[config.mk]
export PLATFORM = sky130hd
export DESIGN_NAME = bitwave_col_scheduler
export DESIGN_NICKNAME = d
export VERILOG_FILES = /design/src/rtl/bitwave_col_scheduler.sv
export SDC_FILE = /design/constraint.sdc
export NUM_CORES = 1
export LEC_CHECK = 0
export ABC_AREA = 1
export CAP_MARGIN = 15
export CORE_ASPECT_RATIO = 1.4
export CORE_UTILIZATION = 59
export DETAILED_ROUTE_END_ITERATION = 10
export PLACE_DENSITY_LB_ADDON = 0.3
export SKIP_LAST_GASP = 1
export SLEW_MARGIN = 30
export SYNTH_ARGS = -nofsm -noshare
export SYNTH_HDL_FRONTEND = slang
export SYNTH_SLANG_ARGS = --single-unit
[constraint.sdc]
create_clock -name clk -period 11.7 [get_ports clk]
set_clock_uncertainty 0.1 [all_clocks]
set_input_delay 2.925 -clock clk [delete_from_list [all_inputs] [get_ports clk]]
set_output_delay 2.925 -clock clk [all_outputs]
set_load 0.05 [all_outputs]
[src/rtl/bitwave_col_scheduler.sv]
// Bit-column scheduler for the 16-lane bit-serial BitWave MAC.
// Converts a group of signed weights to sign-magnitude and issues one MAC
// cycle per (non-zero) magnitude bit-column, LSB first, with optional
// skipping of all-zero columns and a DRAIN cycle to flush the MAC psum stage.
module bitwave_col_scheduler #(
    parameter int DATA_WIDTH = 8,
    parameter int VEC_LENGTH = 16,
    parameter int CNT_WIDTH  = 16
) (
    input  logic                                   clk,
    input  logic                                   reset,
    input  logic                                   skip_en,
    input  logic                                   w_valid,
    output logic                                   w_ready,
    input  logic [VEC_LENGTH-1:0][DATA_WIDTH-1:0]  w_data,
    input  logic                                   grp_first,
    input  logic                                   grp_last,
    output logic                                   mac_en,
    output logic                                   mac_load_accum,
    output logic [VEC_LENGTH-1:0]                  mac_sign,
    output logic [VEC_LENGTH-1:0]                  mac_w_bit,
    output logic [2:0]                             mac_column_idx,
    output logic                                   result_valid,
    output logic                                   busy,
    output logic [CNT_WIDTH-1:0]                   skip_cnt
);

    localparam int MW = DATA_WIDTH - 1;

    typedef enum logic [1:0] {IDLE, ISSUE, DRAIN} state_t;

    state_t state_q, state_d;

    logic [VEC_LENGTH-1:0]          sign_q;
    logic [VEC_LENGTH-1:0][MW-1:0]  mag_q;
    logic [MW-1:0]                  rem_q;
    logic                           first_q;
    logic                           gfirst_q;
    logic                           glast_q;
    logic                           load_q;
    logic                           last_d1_q;
    logic                           rv_q;
    logic [CNT_WIDTH-1:0]           skip_q;

    logic [VEC_LENGTH-1:0]          in_sign;
    logic [VEC_LENGTH-1:0][MW-1:0]  in_mag;
    logic [MW-1:0]                  raw_mask;
    logic [MW-1:0]                  acc_mask;
    logic [2:0]                     skipped;
    logic [CNT_WIDTH:0]             skip_sum;
    logic [2:0]                     col_idx;
    logic [MW-1:0]                  col_onehot;
    logic                           last_col;
    logic                           accept;
    logic                           issuing;
    logic [VEC_LENGTH-1:0]          lane_bit;

    // Per-lane sign-magnitude conversion; -128 saturates to magnitude 127.
    // Also selects the current column bit of each registered magnitude.
    genvar gi;
    generate
        for (gi = 0; gi < VEC_LENGTH; gi++) begin : g_lane
            logic [DATA_WIDTH-1:0] neg_w;
            assign neg_w       = ~w_data[gi] + 1'b1;
            assign in_sign[gi] = w_data[gi][DATA_WIDTH-1];
            assign in_mag[gi]  = !in_sign[gi] ? w_data[gi][MW-1:0] :
                                 (w_data[gi] == {1'b1, {MW{1'b0}}}) ? {MW{1'b1}} :
                                 neg_w[MW-1:0];
            assign lane_bit[gi] = mag_q[gi][col_idx];
        end
    endgenerate

    // Column mask of the incoming group plus the number of columns it skips.
    always_comb begin
        raw_mask = '0;
        for (int j = 0; j < VEC_LENGTH; j++) begin
            raw_mask = raw_mask | in_mag[j];
        end
        if (!skip_en) begin
            acc_mask = {MW{1'b1}};
        end else if (raw_mask == '0) begin
            acc_mask = {{(MW-1){1'b0}}, 1'b1};
        end else begin
            acc_mask = raw_mask;
        end
        skipped = '0;
        for (int c = 0; c < MW; c++) begin
            skipped = skipped + {2'b00, ~acc_mask[c]};
        end
        skip_sum = {1'b0, skip_q} + {{(CNT_WIDTH-2){1'b0}}, skipped};
    end

    // Lowest pending column and whether it is the last one of the group.
    always_comb begin
        col_idx = '0;
        for (int c = MW - 1; c >= 0; c--) begin
            if (rem_q[c]) begin
                col_idx = 3'(c);
            end
        end
        col_onehot = {{(MW-1){1'b0}}, 1'b1} << col_idx;
        last_col   = ((rem_q & (rem_q - 1'b1)) == '0);
    end

    assign issuing = (state_q == ISSUE);
    assign accept  = w_valid & w_ready;

    // FSM state register.
    always_ff @(posedge clk or negedge reset) begin
        if (!reset) begin
            state_q <= IDLE;
        end else begin
            state_q <= state_d;
        end
    end

    // FSM next-state logic; a waiting group is taken on the last column.
    always_comb begin
        state_d = state_q;
        case (state_q)
            IDLE:    if (accept) state_d = ISSUE;
            ISSUE:   if (last_col) state_d = accept ? ISSUE : DRAIN;
            DRAIN:   state_d = IDLE;
            default: state_d = IDLE;
        endcase
    end

    // FSM outputs towards the MAC and the weight source.
    always_comb begin
        w_ready        = 1'b0;
        mac_en         = 1'b0;
        mac_sign       = '0;
        mac_w_bit      = '0;
        mac_column_idx = '0;
        case (state_q)
            IDLE: begin
                w_ready = reset;
            end
            ISSUE: begin
                w_ready        = reset & last_col;
                mac_en         = 1'b1;
                mac_sign       = sign_q;
                mac_w_bit      = lane_bit;
                mac_column_idx = col_idx;
            end
            DRAIN: begin
                mac_en = 1'b1;
            end
            default: ;
        endcase
    end

    // Group registers, remaining mask, delay flags and skip counter.
    always_ff @(posedge clk or negedge reset) begin
        if (!reset) begin
            sign_q    <= '0;
            mag_q     <= '0;
            rem_q     <= '0;
            first_q   <= 1'b0;
            gfirst_q  <= 1'b0;
            glast_q   <= 1'b0;
            load_q    <= 1'b0;
            last_d1_q <= 1'b0;
            rv_q      <= 1'b0;
            skip_q    <= '0;
        end else begin
            // Flags use the current group's values before a back-to-back load.
            load_q    <= issuing & first_q & gfirst_q;
            last_d1_q <= issuing & last_col & glast_q;
            rv_q      <= last_d1_q;
            if (accept) begin
                sign_q   <= in_sign;
                mag_q    <= in_mag;
                rem_q    <= acc_mask;
                first_q  <= 1'b1;
                gfirst_q <= grp_first;
                glast_q  <= grp_last;
                skip_q   <= skip_sum[CNT_WIDTH] ? {CNT_WIDTH{1'b1}} : skip_sum[CNT_WIDTH-1:0];
            end else if (issuing) begin
                rem_q   <= rem_q & ~col_onehot;
                first_q <= 1'b0;
            end
        end
    end

    assign mac_load_accum = load_q;
    assign result_valid   = rv_q;
    assign busy           = (state_q != IDLE);
    assign skip_cnt       = skip_q;

endmodule

[Yosys cells after proc, flatten, opt, wreduce, memory -nomap -nowiden]
Cells that the tools add are included.
Storage, ports and cells
  register bits: 159
  latch bits: 0
  RAM bits: 0
  bits in read-only memories: 0
  bits of input ports: 134
  logic and storage cells: 213
  memories kept: 0
Operators by class
  $add $sub $neg: 24
  multiply operators: 0
  div/mod/pow operators: 0
  $lt $le $gt $ge: 1
  equality and inequality tests: 20
  shifts and indexed selects: 1
  mux-type cells: 87
  bitwise gates (word level): 47
  reductions and logical operators: 7
Operator list (count)
  $mux 7: 36
  $eq 8x8->1 const B: 16
  $not 7->7: 17
  $add 7x1->7 const B: 16
  $or 7x7->7: 15
  $bmux 1 s3: 16
  $mux 16: 3
  $mux 3: 8
  $mux 1: 19
  $add 16x3->17: 1
  $and 7x7->7: 2
  $logic_not 7->1: 2
  $add 3x1->3: 4
  $not 1->1: 7
  $shl 1x3->7 const A: 1
  $sub 7x1->7 const B: 1
  $and 1x1->1: 6
  $mux 2: 3
  $lt 3x4->1 const B: 1
  $ne 2x2->1 const B: 2
  $pmux 2 s2: 1
  $reduce_bool 2->1: 2
  $add 2x1->3: 1
  $add 1x1->2: 1
  other kinds (6): 6

[Depth between registers and ports, before layout]
Gate-level depths: netlist of the first run.
  depth in word-level cells: 31
  depth in mapped cells: 31
  depth with buffers taken out: 31

[Worst setup path before layout of the first run]
OpenSTA, ideal clock, no wires.
  path type: input to register
  start: in w_data[120] in the netlist's numbering
  end: reg skip_q[7], in the netlist skip_cnt[7]
  library setup time: 126 ps
  arrival: 7116 ps
  required time: 11474 ps
  slack: 4358 ps
  stages on the path: 25
  path buffers: 1
  cells stage by stage: inv_1 -> ha_1 -> nand2_1 -> inv_1 -> nand2_1 -> nand2_1 -> nor4_1 -> nand3_1 -> nor2_1 -> nand2_1 -> fa_1 -> inv_1 -> fa_1 -> inv_1 -> fa_1 -> inv_1 -> ha_1 -> fa_1 -> nand3_1 -> nand2_1 -> nand4_1 -> inv_1 -> buf_1 -> o21ai_1 -> o21ai_1
Between the ends
  cells in the longest elaborated chain, start to end: 17
  elaborated cells between the ends (all ways): 24
  classes of those cells: add/sub: 8; eq/ne: 1; mux: 5; bitwise: 9; reduce/logical: 1
RTL lines
  from (decl): RTL line 15  | input logic [VEC_LENGTH-1:0][DATA_WIDTH-1:0] w_data,
  $not 7->7: RTL line 64  | assign neg_w = ~w_data[gi] + 1'b1;
  $add 7x1->7: RTL line 64
  $mux 7: RTL line 67  | (w_data[gi] == {1'b1, {MW{1'b0}}}) ? {MW{1'b1}} :
  $mux 7 *: RTL line 66  | assign in_mag[gi] = !in_sign[gi] ? w_data[gi][MW-1:0] :
  $or 7x7->7 *: RTL line 77  | raw_mask = raw_mask | in_mag[j];
  $logic_not 7->1: RTL line 81  | end else if (raw_mask == '0) begin
  $mux 7 *: RTL line 81
  $mux 7 *: RTL line 79  | if (!skip_en) begin
  $not 1->1: RTL line 88  | skipped = skipped + {2'b00, ~acc_mask[c]};
  $add 1x1->2: RTL line 88
  $add 2x1->3: RTL line 88
  $add 3x1->3 (3 in a row): RTL line 88
  $add 3x1->3 *: RTL line 88
  $add 16x3->17 *: RTL line 90  | skip_sum = {1'b0, skip_q} + {{(CNT_WIDTH-2){1'b0}}, skipped};
  $mux 16 *: RTL line 178  | skip_q <= skip_sum[CNT_WIDTH] ? {CNT_WIDTH{1'b1}} : skip_sum[CNT_WIDTH-1:0];
  to (signal assigned): RTL line 178
  to (decl): RTL line 43  | logic [CNT_WIDTH-1:0] skip_q;
Every way passes the cells marked *; elsewhere a longest branch is shown, timed or not.
A chain may end at the register's enable or synchronous reset.

[Worst setup path after layout of the first run]
  start: in w_data[64] in the netlist's numbering
  end: reg skip_q[7], in the netlist skip_cnt[7]
Between the ends
  cells in the longest elaborated chain, start to end: 24
  elaborated cells between the ends (all ways): 31
  classes of those cells: add/sub: 8; eq/ne: 1; mux: 5; bitwise: 16; reduce/logical: 1
RTL lines (RTL line)
  $not 7->7: 64
  $add 7x1->7: 64
  $mux 7: 67
  $mux 7 *: 66
  $or 7x7->7 * (8 in a row): 77
  $logic_not 7->1: 81
  $mux 7 *: 81
  $mux 7 *: 79
  $not 1->1: 88
  $add 1x1->2: 88
  $add 2x1->3: 88
  $add 3x1->3 (3 in a row): 88
  $add 3x1->3 *: 88
  $add 16x3->17 *: 90
  $mux 16 *: 178
Marked as above.

==> qor.log, run 1 <==
INFO  timing         fin_crit=8.03ns
INFO  final_layout   design_area=0.0136mm^2
INFO  logic_synthesis syn-mean-instance-area=6.40um^2
INFO  die            core-area=0.0185mm^2
INFO  timing         setup_violations=0
INFO  global_route   overall_overflow_remaining_after_global_route=0
INFO  logic_synthesis netlist.area_leader.share=0.358
INFO  detailed_routing detail_route.wirelength=31700um
INFO  setup_path     critical_path.startpoint_type=input pin
INFO  detailed_routing met2RoutedLength=15800um
INFO  status         result_of_the_run=complete, no violations
INFO  logic_synthesis yosys.area_share.adder=0.0354
INFO  detailed_routing drcViolationCount=0
INFO  detailed_routing route.detailed.vias_per_inst=5.52
INFO  cts            cts_resized=0
INFO  cts            ctsHoldBuffers=0
INFO  timing         setup_tns=0ns
INFO  placement      detailed_place_hpwl=22900um
INFO  global_route   grt_util_all_layers=0.338
INFO  cts            tritoncts_clock_tree=yes
INFO  logic_synthesis synthesis.yosys.warnings=0
INFO  detailed_routing drtAntennaViolNets=0
INFO  timing         slew-limit-headroom=0.370
INFO  setup_path     worst-endpoint-required=11.90ns
INFO  detailed_routing route.vias.total=11800
INFO  cts            clk_pin_slew=0.06ns
INFO  timing         worstMarginPinSlew=0.943ns
INFO  timing         timing.fmax=125MHz
INFO  logic_synthesis dominantRegCellSynth=sky130_fd_sc_hd__dfrtp_1
INFO  die            number_of_rows_created_at_floorplan=59
INFO  power          power_leakage=7.12nW
INFO  die            die_area=0.0194mm^2
INFO  cts            postCtsSetupBuffers=0
INFO  detailed_routing drt_pass1_iterations=6
INFO  logic_synthesis synth-async-reset-ratio=1.00
INFO  placement      place.gp.congestion=0.902
INFO  logic_synthesis synth_top_family_by_area=simple AND/OR/NAND/NOR gates
INFO  logic_synthesis ys_top_cells_by_area=sky130_fd_sc_hd__dfrtp_1, sky130_fd_sc_hd__nand2_1, sky130_fd_sc_hd__nor2_1
INFO  final_layout   post-route-util=0.733
INFO  logic_synthesis synth_cells=1735
INFO  setup_path     crit_fanout=15
INFO  logic_synthesis netlist-cell-type-count=40
INFO  timing         hold_violations=0
INFO  die            initial_standard_cell_utilization_of_the_core=0.599
INFO  worst_hold_path hp-class=register to register
INFO  cts            h_tree_level_count=4
INFO  global_route   antenna_found_initial=0
INFO  cts            cts_made_buffers=17
INFO  power          p_per_area=212mW/mm^2
INFO  final_layout   fillCellCount=1527
INFO  global_route   grt_pass1_vias=11100
INFO  final_layout   antenna_cells=0
INFO  final_layout   drive_above_1_share=0.0301
INFO  cts            cts-root-to-sink-buffers=2
INFO  final_layout   finalNetCount=2046
INFO  logic_synthesis simple_gate_share_of_the_synthesized_area=0.369
INFO  cts            root_buffer=sky130_fd_sc_hd__clkbuf_16
INFO  die            io-pin-count=190
INFO  final_layout   area_growth=22.4%
INFO  power          irDropWorstVdd=143uV
INFO  logic_synthesis post_synth_xor_area_fraction=0.00947
INFO  detailed_routing dr.first_iter.drc_count=1149
INFO  detailed_routing wl_met1=12200um
INFO  global_route   pin_count_of_the_biggest_net_entering_global_routing=109
INFO  timing         final_max_slew_viol_count=0
INFO  detailed_routing met3RoutedLength=2140um
INFO  logic_synthesis synth.mux.area_fraction=0.000902
INFO  logic_synthesis synth-seq-area-share=0.358
INFO  setup_path     setup.worst_path.end_class=register
INFO  detailed_routing highest-signal-layer=met4
INFO  logic_synthesis synth.net_count=1898
INFO  setup_path     timing_worst_setup_path_type=input pin to register
INFO  setup_path     worst_ep_arrival_time=8.23ns
INFO  cts            clock_sinks=159
INFO  placement      place.port_buffers=189
INFO  cts            worstSkewPairLatency=0.44ns
INFO  logic_synthesis yosys_register_bits=159
INFO  logic_synthesis biggest_area_consumer_among_synthesized_cells=sky130_fd_sc_hd__dfrtp_1
INFO  placement      detailed_place.area=0.0130mm^2
INFO  global_route   grt_pass1_wl=51900um
INFO  die            die_w=118um
INFO  final_layout   final-instance-count-excl-fill=2140
INFO  job            maxCapViolCount=0
INFO  die            die_h=164um
INFO  logic_synthesis synth.cell_area=0.0111mm^2
INFO  placement      post-place-cells=2108
INFO  timing         post-route-period-util=0.686
INFO  detailed_routing drt-wirelength-per-cell=14.8um
INFO  timing         grt_setup_unrepaired=no
INFO  logic_synthesis compound_cell_area_share_of_the_yosys_netlist=0.127
INFO  logic_synthesis synth_edf_count=0
==> sequential cells by signal, summed over array words and instances, names as in the netlist <==
signal / cells
first_q: 1
gfirst_q: 1
glast_q: 1
last_d1_q: 1
mac_load_accum: 1
mag_q: 112
rem_q: 7
result_valid: 1
sign_q: 16
skip_cnt: 16
state_q: 2
==> placed cells by master, fill, tap and decap left out, types with 2 or more instances in the layout <==
master                              n
sky130_fd_sc_hd__clkinv_2           4
sky130_fd_sc_hd__clkbuf_16         17
sky130_fd_sc_hd__nand2_1          651
sky130_fd_sc_hd__nand2_2            2
sky130_fd_sc_hd__o31ai_1            3
sky130_fd_sc_hd__nor2_1           209
sky130_fd_sc_hd__clkinvlp_4         3
sky130_fd_sc_hd__nor2_2             2
sky130_fd_sc_hd__or2_2              2
sky130_fd_sc_hd__o21ai_0           75
sky130_fd_sc_hd__dfrtp_1          159
sky130_fd_sc_hd__o32ai_1            9
sky130_fd_sc_hd__nor3_1             8
sky130_fd_sc_hd__nor2_4             2
sky130_fd_sc_hd__ha_1              25
sky130_fd_sc_hd__nand4_1            4
sky130_fd_sc_hd__clkinv_4           4
sky130_fd_sc_hd__buf_6              3
sky130_fd_sc_hd__a21oi_1           29
sky130_fd_sc_hd__nand3_1          115
sky130_fd_sc_hd__o21ai_1           76
sky130_fd_sc_hd__buf_4              3
sky130_fd_sc_hd__inv_1            199
sky130_fd_sc_hd__clkbuf_8           3
sky130_fd_sc_hd__inv_2              5
sky130_fd_sc_hd__nor4_1             4
sky130_fd_sc_hd__clkdlybuf4s50_1  188
sky130_fd_sc_hd__xor2_1            12
sky130_fd_sc_hd__nand3b_1          19
sky130_fd_sc_hd__o22ai_1           29
sky130_fd_sc_hd__inv_6              2
sky130_fd_sc_hd__o221ai_1          16
sky130_fd_sc_hd__fa_1               4
==> final cells by class <==
class	count	area [um^2]	share of cell area
clock buffers	20	467	0.0343
clock inverters	12	111	0.00819
inverters	206	779	0.0574
multi-input cells	1305	6010	0.442
flip-flops and latches	159	3980	0.293
well taps	244	305	0.0225
repair buffers	194	1940	0.143
==> worst max-delay path: stages <==
cell,delay [ns]
sky130_fd_sc_hd__clkdlybuf4s50_1,0.48
sky130_fd_sc_hd__inv_1,0.08
sky130_fd_sc_hd__ha_1,0.24
sky130_fd_sc_hd__nand2_1,0.13
sky130_fd_sc_hd__inv_1,0.05
sky130_fd_sc_hd__nand2_1,0.11
sky130_fd_sc_hd__nand2_1,0.12
sky130_fd_sc_hd__nor4_1,0.37
sky130_fd_sc_hd__nand3_1,0.18
sky130_fd_sc_hd__nor2_1,0.12
sky130_fd_sc_hd__nand2_1,0.10
sky130_fd_sc_hd__fa_1,0.51
sky130_fd_sc_hd__inv_1,0.06
sky130_fd_sc_hd__fa_1,0.56
sky130_fd_sc_hd__inv_1,0.07
sky130_fd_sc_hd__fa_1,0.53
sky130_fd_sc_hd__inv_1,0.04
sky130_fd_sc_hd__ha_1,0.22
sky130_fd_sc_hd__fa_1,0.43
sky130_fd_sc_hd__nand3_1,0.11
sky130_fd_sc_hd__nand2_1,0.12
sky130_fd_sc_hd__nand4_1,0.15
sky130_fd_sc_hd__inv_1,0.23
sky130_fd_sc_hd__o21ai_1,0.21
sky130_fd_sc_hd__o21ai_1,0.08
==> power by group <==
part	leakage (nW)	switching, mW	internal (mW)
logic	4.85	0.929	0.449
registers	2.00	0.153	0.801
clock network	0.278	0.234	0.310
==> synthesized netlist by cell type, drive strengths merged, types with 2 or more instances <==
cell,count
o221ai,16
nor4,4
ha,25
o21ai,151
nor3,8
a21oi,31
nand4,4
o22ai,30
xor2,12
inv,205
dfrtp,159
nor2,213
nand3b,19
or2,2
buf,50
nand3,115
clkbuf,15
o32ai,9
o31ai,3
fa,4
nand2,653
==> metrics by stage <==
step | total power, mW | setup slack (ns) | hold WS, ns
2_1_floorplan | 1.88 | 4.36 | 0.231
3_3_place_gp | 2.27 | 3.54 | 0.239
3_5_place_dp | 2.31 | 3.29 | 0.241
4_1_cts | 2.86 | 3.73 | 0.256
5_1_grt | 3.05 | 3.33 | 0.256
6_report | 2.88 | 3.67 | 0.254
==> per-layer routing <==
metal	GRT usage	vias up
met1	0.388	5436
met2	0.600	467
li1	-	5798
met4	0.194	0
met3	0.0507	115
met5	0	-
==> cells by family after synthesis <==
group	count (synthesis)
AO/OA/AOI/OAI	245
XOR/XNOR	12
adder cells (fa/ha/maj)	29
buffers and inverters	271
flip-flops	159
multiplexers	1
AND/OR/NAND/NOR	1018
==> worst paths after layout <==
kind                             start            to  slack (ns)  depth (start not counted)
setup reg to reg           skip_cnt[0]   skip_cnt[7]        7.66                         15
setup / recovery            w_data[64]   skip_cnt[7]        3.67                         25
min in group asynchronous        reset     mag_q[85]        2.32                          1
max in group asynchronous        reset    mag_q[102]        8.05                          2
hold / removal               last_d1_q  result_valid        0.25                          0
hold reg to reg              last_d1_q  result_valid        0.25                          0
(Power assumes the default switching activity.)
==> inputs of run 2 (changes only) <==
CORE_UTILIZATION = 49   (was 59)
clock period = 6.7 ns   (was 11.7 ns; I/O delays follow)
==> qor.log, run 2 (synthesis gave the netlist of run 1 again) <==
INFO  placement      place.port_buffers=189 [unchanged]
INFO  final_layout   layout_common_cells=sky130_fd_sc_hd__nand2_1, sky130_fd_sc_hd__inv_1, sky130_fd_sc_hd__nor2_1, sky130_fd_sc_hd__clkdlybuf4s50_1, sky130_fd_sc_hd__dfrtp_1 [was sky130_fd_sc_hd__nand2_1, sky130_fd_sc_hd__nor2_1, sky130_fd_sc_hd__inv_1, sky130_fd_sc_hd__clkdlybuf4s50_1, sky130_fd_sc_hd__dfrtp_1]
INFO  final_layout   drive_above_1_share=0.102 [was 0.0301]
INFO  final_layout   area_growth=32.5% [was 22.4%]
INFO  placement      detailed_place.area=0.0140mm^2 [was 0.0130 mm^2]
INFO  cts            clock_sinks=159 [unchanged]
INFO  timing         fin_crit=6.44ns
INFO  final_layout   registers.top_by_ff_count=mag_q [unchanged]
INFO  detailed_routing detail_route.wirelength=33900um [was 31700 um]
INFO  setup_path     critical_path.startpoint_type=input pin [unchanged]
INFO  power          power_switching_share=0.455 [was 0.458]
INFO  die            die_w=129um [was 118 um]
INFO  power          p_per_area=348mW/mm^2 [was 212 mW/mm^2]
INFO  global_route   overall_overflow_remaining_after_global_route=0 [unchanged]
INFO  power          combinationalPowerShare=0.485 [was 0.479]
INFO  global_route   grt_pass1_wl=55500um [was 51900 um]
INFO  job            maxCapViolCount=0 [unchanged]
INFO  final_layout   finalNetCount=2173 [was 2046]
INFO  die            number_of_rows_created_at_floorplan=64 [was 59]
INFO  timing         timing.fmax=155MHz
INFO  setup_path     worst_ep_arrival_time=6.64ns [was 8.23 ns]
INFO  placement      detailed_place_hpwl=25100um [was 22900 um]
INFO  global_route   antenna_found_initial=0 [unchanged]
INFO  cts            cts-root-to-sink-buffers=2 [unchanged]
INFO  final_layout   fillCellCount=1961 [was 1527]
INFO  power          pwr-share-clk=0.188 [was 0.189]
INFO  detailed_routing route.vias.total=12100 [was 11800]
INFO  cts            tritoncts_clock_tree=yes [unchanged]
INFO  timing         setup_ws=0.260ns [was 3.67 ns]
INFO  cts            clk_pin_slew=0.06ns [about the same]
INFO  placement      post-place-cells=2287 [was 2108]
INFO  power          total_power=5.12mW [was 2.88 mW]
INFO  final_layout   final-instance-count-excl-fill=2320 [was 2140]
INFO  setup_path     worst-endpoint-required=6.90ns [was 11.90 ns]
INFO  final_layout   largest_register_ffs=112 [unchanged]
INFO  cts            root_buffer=sky130_fd_sc_hd__clkbuf_16 [unchanged]
INFO  global_route   grt_pass1_vias=11800 [was 11100]
INFO  setup_path     setup.worst_path.end_class=register [unchanged]
INFO  timing         post-route-period-util=0.961
INFO  placement      place_ws=-0.376ns [was 3.29 ns]
INFO  detailed_routing dr.first_iter.drc_count=874 [was 1149]
INFO  power          power_leakage=7.71nW [was 7.12 nW]
INFO  die            die_h=180um [was 164 um]
INFO  final_layout   sequential_cell_area=0.00398mm^2 [unchanged]
INFO  die            io-pin-count=190 [unchanged]
INFO  timing         worstMarginPinSlew=0.921ns [was 0.943 ns]
INFO  die            die_area=0.0233mm^2 [was 0.0194 mm^2]
INFO  power          power.share.sequential=0.327 [was 0.332]
INFO  power          irDropWorstVdd=210uV [was 143 uV]
INFO  cts            h_tree_level_count=4 [unchanged]
INFO  power          switchingPower=2.33mW [was 1.32 mW]
INFO  cts            worstSkewPairLatency=0.44ns [about the same]
INFO  final_layout   design_area=0.0147mm^2 [was 0.0136 mm^2]
INFO  final_layout   multi_input_area=0.00609mm^2 [was 0.00601 mm^2]
INFO  setup_path     crit_fanout=15 [unchanged]
INFO  setup_path     timing_worst_setup_path_type=input pin to register [unchanged]
INFO  placement      place.gp.congestion=0.889 [was 0.902]
INFO  timing         final_max_slew_viol_count=0 [unchanged]
INFO  global_route   pin_count_of_the_biggest_net_entering_global_routing=107 [was 109]
INFO  timing         grt_setup_unrepaired=no [unchanged]
INFO  worst_hold_path hp-class=register to register [unchanged]
INFO  detailed_routing drt_pass1_iterations=6 [unchanged]
INFO  detailed_routing route.detailed.vias_per_inst=5.21 [was 5.52]
INFO  detailed_routing drt-wirelength-per-cell=14.6um [was 14.8 um]
INFO  status         result_of_the_run=complete, no violations [unchanged]
INFO  die            core-area=0.0220mm^2 [was 0.0185 mm^2]
INFO  power          p_int=2.79mW [was 1.56 mW]
INFO  die            initial_standard_cell_utilization_of_the_core=0.504 [was 0.599]
INFO  final_layout   final_common_cell=sky130_fd_sc_hd__nand2_1 [unchanged]
INFO  timing         slew-limit-headroom=0.384 [was 0.370]
INFO  detailed_routing drtAntennaViolNets=0 [unchanged]
INFO  global_route   grt_util_all_layers=0.304 [was 0.338]
INFO  timing         setup_violations=0 [unchanged]
INFO  cts            cts_made_buffers=17 [unchanged]
INFO  timing         hold_violations=0 [unchanged]
INFO  detailed_routing drcViolationCount=0 [unchanged]
[run 2: cell types whose count changed in the layout (fill, tap and decap cells not counted), moves of 2 or more]
cell / before / now
sky130_fd_sc_hd__nand2_1: 651 / 646
sky130_fd_sc_hd__clkinv_4: 4 / 1
sky130_fd_sc_hd__nor4_1: 4 / 2
sky130_fd_sc_hd__inv_6: 2 / 4
sky130_fd_sc_hd__buf_4: 3 / 128
sky130_fd_sc_hd__nor2_2: 2 / 16
sky130_fd_sc_hd__nand2_2: 2 / 7
sky130_fd_sc_hd__clkinvlp_4: 3 / 5
sky130_fd_sc_hd__clkbuf_8: 3 / 0
sky130_fd_sc_hd__nor2_1: 209 / 194
[run 2: critical path, stage by stage]
cell and delay [ns]:
sky130_fd_sc_hd__clkdlybuf4s50_1 0.46, sky130_fd_sc_hd__inv_1 0.05, sky130_fd_sc_hd__ha_1 0.23, sky130_fd_sc_hd__nand2_2 0.11, sky130_fd_sc_hd__inv_1 0.04, sky130_fd_sc_hd__nand2_1 0.08, sky130_fd_sc_hd__nand2_2 0.11, sky130_fd_sc_hd__nor4_4 0.30
sky130_fd_sc_hd__buf_4 0.15, sky130_fd_sc_hd__nand3_1 0.06, sky130_fd_sc_hd__nor2_1 0.11, sky130_fd_sc_hd__nand2_1 0.10, sky130_fd_sc_hd__fa_1 0.52, sky130_fd_sc_hd__inv_1 0.06, sky130_fd_sc_hd__fa_1 0.52, sky130_fd_sc_hd__inv_1 0.05
sky130_fd_sc_hd__fa_1 0.53, sky130_fd_sc_hd__inv_1 0.05, sky130_fd_sc_hd__ha_1 0.22, sky130_fd_sc_hd__fa_2 0.35, sky130_fd_sc_hd__nand3_1 0.10, sky130_fd_sc_hd__nand2_2 0.09, sky130_fd_sc_hd__nand4_1 0.18, sky130_fd_sc_hd__clkinvlp_4 0.13
sky130_fd_sc_hd__buf_12 0.15, sky130_fd_sc_hd__a21oi_1 0.12, sky130_fd_sc_hd__o21ai_1 0.08
[run 2: worst paths after layout]
kind	startpoint	end	slack [ns]	depth (start not counted)
setup reg to reg	skip_cnt[0]	skip_cnt[2]	2.81	16
min in group asynchronous	reset	sign_q[13]	1.06	1
setup / recovery	w_data[104]	skip_cnt[2]	0.26	27
hold reg to reg	last_d1_q	result_valid	0.25	0
max in group asynchronous	reset	mag_q[38]	4.40	2
hold / removal	last_d1_q	result_valid	0.25	0
[run 2: area by class of cell]
type,count,area share
inverters,206,0.0532
clock buffers,18,0.0292
diodes,1,0.000170
repair buffers,321,0.198
flip-flops and latches,159,0.271
clock inverters,13,0.00953
well taps,297,0.0253
multi-input cells,1305,0.414
[run 2: metrics by stage]
stage | utilization | TNS, ns | hold WS (ns)
after CTS | 0.662 | 0 | 0.251
after detailed placement | 0.636 | -5.51 | 0.237
after global routing | 0.668 | 0 | 0.267
after floorplan | - | 0 | 0.231
after global placement | 0.636 | -3.61 | 0.234
final | 0.668 | 0 | 0.248
[run 2: what timing repair did]
action	4_1_cts	5_1_grt
resized for setup	0	28
setup buffers	0	1
hold buffers	0	0
setup endpoints to repair	0	16
[run 2: metal layers]
layer,share of wire,vias to the layer above,track usage
met1,0.39,5540,0.351
met3,0.060,91,0.0508
met2,0.51,398,0.537
li1,-,6061,-
met5,0,-,0
met4,0.038,0,0.141
[run 2: power groups by stage]
stage | clock network [mW] | registers, mW | logic (mW)
after detailed placement | 0 | 1.68 | 2.45
final | 0.962 | 1.67 | 2.48
after global placement | 0 | 1.66 | 2.40
after floorplan | 0 | 1.71 | 1.56
after global routing | 1.00 | 1.72 | 2.70
after CTS | 0.965 | 1.66 | 2.47
==> patch (flow settings as in run 2) <==
Make the reset (`reset`) synchronous in 2 clocked blocks.
--- a/src/rtl/bitwave_col_scheduler.sv
+++ b/src/rtl/bitwave_col_scheduler.sv
@@ -107,5 +107,5 @@
 
     // FSM state register.
-    always_ff @(posedge clk or negedge reset) begin
+    always_ff @(posedge clk) begin
         if (!reset) begin
             state_q <= IDLE;
@@ -152,5 +152,5 @@
 
     // Group registers, remaining mask, delay flags and skip counter.
-    always_ff @(posedge clk or negedge reset) begin
+    always_ff @(posedge clk) begin
         if (!reset) begin
             sign_q    <= '0;
Formal check against the unedited RTL: differs if reset is asserted again (counterexample within 4 cycles, from zero or initial values and one cycle with reset low); with reset held inactive, the same outputs for 4 cycles.
==> patch against run 2 <==
- non-clock buffer count decreased by 53
- cell area is 8.1% lower
- sequential cell count did not move
- area after synthesis is 5.2% lower
- cell count shrank 6.8%
- wire length fell by 1.4%
- setup slack gained 0.11 ns
- critical path type unchanged
Power is not compared: it rests on default switching activity, and its combinational part moved more than twofold at a synthesized area within 25%.
==> patch: results (changes against run 2) <==
relative slew slack=0.480 (+0.0961); CTS clk-pin slew, worst paths=0.06 ns (about the same); Placed Cells=2130 (-6.9%); initial antenna violation count=0 (unchanged); # Post-CTS Setup Buffers=0 (unchanged); worst flop-to-flop path endpoint=skip_cnt[14]$_SDFFE_PN0P_; min Tclk post-route=6.33 ns (-0.106 ns); routed length per placed instance=15.4 um (+5.8%); total track usage=0.300 (-0.00352); Via density=5.56 (+6.6%); most frequent cells after synthesis=nand2_1, nor2_1, inv_1, o21ai_0, dfxtp_1; leakage=just over 6 nW; fraction of registers with async set/reset=0 (-1.00); worst slack, placed=-0.190 ns (+0.186 ns); # fillers=1920 (-2.1%); sequential area share after synthesis=0.302 (-0.0561); vias in the first global route=11100 (-6.4%); CTS root buf=clkbuf_16; Post-Syn Area per Cell=6.25 um^2 (-2.3%); Reg2Reg Launch Point=skip_cnt[0]$_SDFFE_PN0P_; status=complete, no violations; diode count=0 (-1); layout cells sized above 1=0.0741 (-0.0277); library cells used by synthesis=42 (+5.0%); GPL Wtd Cong=0.920 (+3.4%); drt first-iter violations=1016 (+16%); # resized after CTS=0 (unchanged); worst-path fanout max=3 (-12); Crit Path Category=in -> reg; I/O Buffers=189 (unchanged); Max Root-Sink Buffers=2 (unchanged); VDD IR max=0.185 mV; HPWL Detailed=24.2 mm (-3.7%); hold crit path type=reg -> reg; FF-to-FF setup slack=2.97 ns (+0.16 ns); placed instance area=0.0129 mm^2 (-8.1%); routed via count=12000 (-0.64%); Synth area leaders=dfxtp_1, nand2_1, nor2_1; syn_nets=1848 (-2.6%); predominant post-synthesis flop cell=dfxtp_1; Data arrival, critical path=6.61 ns (-0.03 ns); first-pass GRT wire length=53.0 mm (-4.5%); pin count of the biggest net entering global routing=105 (-1.9%); Critical Path Start=w_data[24]
[patch: logic make-up after synthesis]
group           after synthesis  synth area share
xor+xnor                     16            0.0133
compound gates              450             0.236
fa+ha+maj                    29            0.0373
simple gates                763             0.301
flops                       159             0.302
buf+inv                     268             0.110
[patch: layout make-up]
class	count	area, um^2	area share
Timing Repair Buffer	268	2510	0.186
Multi-Input combinational cell	1258	6190	0.458
Inverter	186	698	0.0517
Tap cell	260	325	0.0241
Clock buffer	23	498	0.0369
Clock inverter	8	104	0.00769
Sequential cell	159	3180	0.236
[patch: through the flow]
step	total power, mW	hold slack (ns)
6_report	3.24	0.315
2_1_floorplan	1.82	0.290
3_5_place_dp	2.22	0.305
4_1_cts	3.22	0.320
3_3_place_gp	2.21	0.300
5_1_grt	3.38	0.355
[patch: power by group]
group	switching, mW	internal [mW]	total, mW	leakage (nW)
Sequential	0.0519	1.05	1.10	1.31
Clock	0.408	0.598	1.01	0.296
Combinational	0.747	0.384	1.13	4.49
Total	1.21	2.03	3.24	6.09
[patch: how the worst min path moves through the flow]
stage,startpoint,to,cells after the start
after floorplan,last_d1_q$_SDFF_PN0_,result_valid$_SDFF_PN0_,2
after global placement,last_d1_q$_SDFF_PN0_,result_valid$_SDFF_PN0_,2
after detailed placement,last_d1_q$_SDFF_PN0_,result_valid$_SDFF_PN0_,2
after CTS,last_d1_q$_SDFF_PN0_,result_valid$_SDFF_PN0_,2
after global routing,last_d1_q$_SDFF_PN0_,result_valid$_SDFF_PN0_,2
final,last_d1_q$_SDFF_PN0_,result_valid$_SDFF_PN0_,2
[patch: worst max-delay path, stage by stage]
cell and delay (ns):
clkdlybuf4s50_1 0.49, inv_1 0.07, ha_1 0.23, inv_1 0.07, nor2_1 0.06, nand2_1 0.09, nand2_1 0.06, nor2_1 0.14
nand2_1 0.08, nor2_1 0.17, nand2_1 0.12, nor2_1 0.16, nand2_1 0.11, fa_1 0.49, inv_1 0.05, fa_1 0.47
fa_1 0.48, ha_1 0.23, fa_1 0.41, nand3_1 0.10, nand3_1 0.11, nand2_1 0.09, nor2_2 0.05, buf_4 0.14
nand4_1 0.08, xor2_1 0.19, o21ai_2 0.07, a21oi_2 0.13
[patch: layer usage]
layer / part of all wire / vias up / GRT usage
li1: - / 5967 / -
met1: 0.40 / 5446 / 0.360
met2: 0.49 / 508 / 0.521
met3: 0.072 / 92 / 0.0448
met4: 0.039 / 0 / 0.149
met5: 0 / - / 0
